===== src/rtl/lts_time_avg.sv =====
// Time-domain LTS averager: captures LTS1 into a register array, then emits
// round-half-up averages of LTS1 and LTS2 through a single skid-free output register.
module lts_time_avg #(
  parameter int N_SYM = 64,
  parameter int DW    = 16
) (
  input  logic          clk_in,
  input  logic          rst_in,
  input  logic          lts_axis_tvalid,
  input  logic          lts_axis_tlast,
  input  logic [DW-1:0] lts_i_axis_tdata,
  input  logic [DW-1:0] lts_q_axis_tdata,
  output logic          lts_axis_tready,
  output logic          avg_axis_tvalid,
  output logic          avg_axis_tlast,
  output logic [DW-1:0] avg_i_axis_tdata,
  output logic [DW-1:0] avg_q_axis_tdata,
  input  logic          avg_axis_tready,
  output logic          frame_err
);

  localparam int IW = $clog2(N_SYM);
  localparam logic [0:0] CAPTURE = 1'b0;
  localparam logic [0:0] AVERAGE = 1'b1;

  logic [0:0]    state_q, state_d;
  logic [IW-1:0] idx_q, idx_d;
  logic          vld_q, vld_d;
  logic          last_q, last_d;
  logic [DW-1:0] oi_q, oi_d;
  logic [DW-1:0] oq_q, oq_d;
  logic          err_q, err_d;

  logic [DW-1:0] lts1_i_q [N_SYM];
  logic [DW-1:0] lts1_q_q [N_SYM];

  logic          accept, last_idx, close, load;
  logic [DW:0]   sum_i, sum_q;

  always_comb begin
    lts_axis_tready = (state_q == CAPTURE) ? 1'b1 : (!vld_q || avg_axis_tready);
    accept   = lts_axis_tvalid && lts_axis_tready;
    last_idx = (idx_q == IW'(N_SYM - 1));
    close    = lts_axis_tlast || last_idx;
    load     = accept && (state_q == AVERAGE);
    // One extra bit keeps the +1 rounding term from overflowing before the halving.
    sum_i = {lts1_i_q[idx_q][DW-1], lts1_i_q[idx_q]}
          + {lts_i_axis_tdata[DW-1], lts_i_axis_tdata} + (DW+1)'(1);
    sum_q = {lts1_q_q[idx_q][DW-1], lts1_q_q[idx_q]}
          + {lts_q_axis_tdata[DW-1], lts_q_axis_tdata} + (DW+1)'(1);

    state_d = state_q;
    idx_d   = idx_q;
    err_d   = accept && (lts_axis_tlast != last_idx);
    if (accept) begin
      if (close) begin
        idx_d = '0;
        if (state_q == AVERAGE)
          state_d = CAPTURE;
        else if (lts_axis_tlast && last_idx)
          state_d = AVERAGE;
      end else begin
        idx_d = idx_q + IW'(1);
      end
    end

    vld_d  = load ? 1'b1 : (avg_axis_tready ? 1'b0 : vld_q);
    last_d = load ? close : last_q;
    oi_d   = load ? sum_i[DW:1] : oi_q;
    oq_d   = load ? sum_q[DW:1] : oq_q;
  end

  always_ff @(posedge clk_in or posedge rst_in) begin
    if (rst_in) begin
      state_q <= CAPTURE;
      idx_q   <= '0;
      vld_q   <= 1'b0;
      last_q  <= 1'b0;
      oi_q    <= '0;
      oq_q    <= '0;
      err_q   <= 1'b0;
    end else begin
      state_q <= state_d;
      idx_q   <= idx_d;
      vld_q   <= vld_d;
      last_q  <= last_d;
      oi_q    <= oi_d;
      oq_q    <= oq_d;
      err_q   <= err_d;
    end
  end

  always_ff @(posedge clk_in) begin
    if (accept && (state_q == CAPTURE)) begin
      lts1_i_q[idx_q] <= lts_i_axis_tdata;
      lts1_q_q[idx_q] <= lts_q_axis_tdata;
    end
  end

  assign avg_axis_tvalid  = vld_q;
  assign avg_axis_tlast   = last_q;
  assign avg_i_axis_tdata = oi_q;
  assign avg_q_axis_tdata = oq_q;
  assign frame_err        = err_q;

endmodule


===== config.mk =====
export PLATFORM = sky130hd
export DESIGN_NAME = lts_time_avg
export DESIGN_NICKNAME = d
export VERILOG_FILES = /design/src/rtl/lts_time_avg.sv
export SDC_FILE = /design/constraint.sdc
export NUM_CORES = 2
export LEC_CHECK = 0
export ABC_AREA = 0
export CAP_MARGIN = 20
export CORE_UTILIZATION = 35
export CTS_CLUSTER_SIZE = 16
export DETAILED_ROUTE_END_ITERATION = 10
export SLEW_MARGIN = 20
export SYNTH_ARGS = -nofsm -noshare
export SYNTH_HDL_FRONTEND = slang
export SYNTH_SLANG_ARGS = --single-unit
export TNS_END_PERCENT = 10

===== constraint.sdc =====
create_clock -name clk_in -period 6.2 [get_ports clk_in]
set_input_delay 1.55 -clock clk_in [delete_from_list [all_inputs] [get_ports clk_in]]
set_output_delay 1.55 -clock clk_in [all_outputs]
set_load 0.01 [all_outputs]

==> run_results.csv <==
group,metric,value,unit
outcome,status,"complete, no violations",
global_route,grt_pass1_wl,360000,µm
sta,relSlewSlack,14.9,%
setup_path,rr_startpoint,"idx_q[1]",
power,ir_drop,316,µV
routing,drtAntennaViolNets,0,
synthesis,synth.avg_cell_area,18.3,µm²
sta,slew_violations,0,
floorplan,fp.dieH,471,µm
synthesis,synth-edff-count,2048,
place,port_buffers,72,
synthesis,synth_seq_cells,2090,
routing,routed_via_density,6.16,
final_layout,seqCellArea,62600,µm²
cts,hold_buffers,0,
place,gp_congestion,0.890,
final_layout,drive_gt1_share,15.6,%
setup_path,cp-end-kind,"register",
setup_path,crit_required,6940,ps
setup_path,cp_slowest_cell,"nor4_1",
floorplan,fp.dieW,471,µm
routing,drtPass1Iterations,5,
sta,period_share,95.5,%
routing,drc,0,
final_layout,final_nets,4598,
synthesis,netlist_area,77000,µm²
setup_path,critPathTopFamily,"simple AND/OR/NAND/NOR gates",
job,maxCapViolCount,0,
final_layout,fin_util,41.4,%
global_route,antenna_found_initial,7,
sta,tightestPinTransition,1260,ps
cts,clk_pin_slew,60,ps
hold_path,min-delay-start,"avg_i_axis_tdata[6]",
routing,wl,264000,µm
setup_path,cp_max_fo,29,
synthesis,ys_seq_area_share,81.2,%
place,placed_area,83700,µm²
global_route,overflow,0,
final_layout,fin_area,90100,µm²
setup_path,crit_path_start,"idx_q[1]",
hold_path,min_delay_path_depth,2,
setup_path,reg2reg_setup_slack,280,ps
floorplan,io_pins,73,
synthesis,synth.yosys.warnings,0,
setup_path,arrival,6660,ps
setup_path,max_stage_delay,1080,ps
synthesis,synthCells,4202,
sta,setup_violations,0,
setup_path,worstSetupStartpointType,"register",
synthesis,async_flop_share,2.01,%
place,hpwl,156000,µm
sta,tns,0,ps
routing,drt-initial-drc-count,7881,
cts,cts-root-buf,"clkbuf_16",
cts,clock-sinks,2090,
routing,vias,46500,
synthesis,yosys_most_used_dff,"edfxtp_1",
final_layout,fillerInstances,19100,
floorplan,start_util,35.4,%
cts,post_cts_buffers,0,
synthesis,synth_cell_types,67,
sta,post-route-min-period,5920,ps
sta,fmax,0.169,GHz
sta,finalHoldViolations,0,
global_route,groute.usage.overall,23.3,%
routing,wl_per_cell,35.0,µm
floorplan,die-area,222000,µm²
hold_path,hold_path.class,"reg2reg",
cts,cts_buffers,203,
final_layout,multi_input_area,13800,µm²
global_route,first_global_vias,43800,
setup_path,reg2regPathDepth,13,
setup_path,path_cells,"and3_4 -> buf_4 -> a22o_1 -> a221oi_1 -> a31oi_1 -> nor4_1 -> nand3_1 -> ha_1 -> nor2_1 -> a2111oi_0 -> a21bo_2 -> a21oi_1 -> a311o_1",
final_layout,areaGrowthSynthToFinish,17.0,%
power,p_leak,27.6,nW
sta,clock_skew,61.5,ps
power,total_power,30.1,mW
cts,htree_num_levels,4,
floorplan,core,218000,µm²
power,powerDensity,334,nW/µm²
sta,rsz0062_at_grt,"no",
setup_path,r2r-end,"avg_i_axis_tdata[14]",
setup_path,crit_type,"reg2reg",
cts,cts_resized,0,
global_route,grt_max_degree,82,
floorplan,row_count,171,
setup_path,critPathBufInv,1,
cts,clock_path_buffers,3,
synthesis,synth.net_count,4274,
cts,insertion_delay,890,ps
cts,cts_tree,"yes",
hold_path,min_to,"avg_i_axis_tdata[6]",
==> state kept, by name, indices dropped and copies added, names as in the netlist <==
register	flops
avg_axis_tlast	1
avg_axis_tvalid	1
avg_i_axis_tdata	16
avg_q_axis_tdata	16
frame_err	1
idx_q	6
lts1_i_q	1024
lts1_q_q	1024
state_q	1
==> worst max path at each step <==
| stage | depth (start not counted) | slack (ps) | to |
|---|---|---|---|
| after detailed placement | 18 | 550 | avg_i_axis_tdata[13] |
| after global placement | 13 | 590 | avg_i_axis_tdata[14] |
| final | 13 | 280 | avg_i_axis_tdata[14] |
| after global routing | 20 | 180 | avg_i_axis_tdata[15] |
| after CTS | 18 | 490 | avg_i_axis_tdata[13] |
| after floorplan | 21 | 1540 | avg_i_axis_tdata[13] |
==> kinds of logic (layout without fill, tap and decap cells) <==
logic type / count (synthesis) / in the layout / share of synthesized area, %
adder cells (fa/ha/maj): 35 / 35 / 0.588
multiplexers: 34 / 34 / 0.702
buffers and inverters: 299 / 788 / 1.54
flip-flops: 2090 / 2090 / 81.2
other: 0 / 2 / 0
XOR/XNOR: 21 / 21 / 0.239
AND/OR/NAND/NOR: 371 / 371 / 2.48
AO/OA/AOI/OAI: 1352 / 1352 / 13.2
==> tightest hold or removal path, delay by kind of cell (launching register included) <==
family | cells | cell delay (ps)
flip-flops | 1 | 340
AO/OA/AOI/OAI | 1 | 60
AND/OR/NAND/NOR | 1 | 50
==> per-layer routing <==
metal,vias up,wire [µm],GRT usage [%]
met5,-,51,0
met4,6,8930,7.47
met3,465,32900,5.70
met2,3369,121000,36.1
met1,24100,102000,32.2
li1,18500,-,-
==> layout by cell type (no fill, tap or decap), types with 9 or more instances in the layout <==
| cell type | Yosys | layout |
|---|---|---|
| mux2i_1 | 15 | 15 |
| dfrtp_1 | 42 | 40 |
| a22oi_1 | 584 | 584 |
| nand3_1 | 51 | 50 |
| ha_1 | 33 | 33 |
| buf_12 | 0 | 56 |
| nand2_1 | 74 | 71 |
| a41oi_1 | 21 | 21 |
| nand4_1 | 38 | 38 |
| o31ai_1 | 9 | 9 |
| clkbuf_16 | 0 | 203 |
| a31oi_1 | 184 | 184 |
| clkdlybuf4s50_1 | 0 | 40 |
| buf_2 | 11 | 32 |
| nor3_1 | 11 | 10 |
| a22o_1 | 193 | 193 |
| inv_1 | 24 | 23 |
| nand2b_1 | 12 | 12 |
| a221oi_1 | 190 | 190 |
| mux4_2 | 13 | 13 |
| clkinv_2 | 0 | 28 |
| buf_4 | 7 | 266 |
| clkinv_1 | 0 | 63 |
| edfxtp_1 | 2048 | 2048 |
| nor4_1 | 40 | 38 |
| o21ai_0 | 47 | 47 |
| nor2_4 | 0 | 68 |
| xnor2_1 | 14 | 14 |
| nor2_1 | 87 | 19 |
| nand3b_1 | 17 | 17 |
| clkinv_16 | 0 | 12 |
| a21oi_1 | 68 | 68 |
| clkbuf_1 | 208 | 42 |
==> power by group <==
| part | internal, mW | total (mW) | switching [mW] |
|---|---|---|---|
| clock network | 6.39 | 11.8 | 5.41 |
| logic | 0.810 | 2.66 | 1.85 |
| registers | 15.6 | 15.6 | 0.0216 |
| total | 22.8 | 30.1 | 7.28 |
==> synthesized netlist by cell type, types with 12 or more instances <==
cell	instances	area share, %
a21oi_1	68	0.44
a221oi_1	190	2.2
a22o_1	193	2.2
a22oi_1	584	5.7
a31oi_1	184	1.5
a41oi_1	21	0.24
buf_1	46	0.22
clkbuf_1	208	1.0
dfrtp_1	42	1.4
edfxtp_1	2048	80
ha_1	33	0.54
inv_1	24	0.12
mux2i_1	15	0.19
mux4_2	13	0.38
nand2_1	74	0.36
nand2b_1	12	0.097
nand3_1	51	0.33
nand3b_1	17	0.17
nand4_1	38	0.31
nor2_1	87	0.42
nor4_1	40	0.32
o21ai_0	47	0.31
xnor2_1	14	0.16
==> stage by stage <==
stage	instances	hold slack (ps)	worst slack (ps)
floorplan	4202	511	1540
global placement	7175	464	589
detailed placement	7175	471	550
CTS	7545	484	493
global route	7545	516	176
finish	7547	475	277
==> final cells by class <==
cell class	count	area share, %
Sequential cell	2090	69.4
Multi-Input combinational cell	1813	15.4
Clock buffer	245	5.81
Inverter	24	0.100
Timing Repair Buffer	394	4.08
Antenna cell	2	0.00556
Clock inverter	125	1.23
Tap cell	2854	3.96
Power figures use the tool's default switching activity.
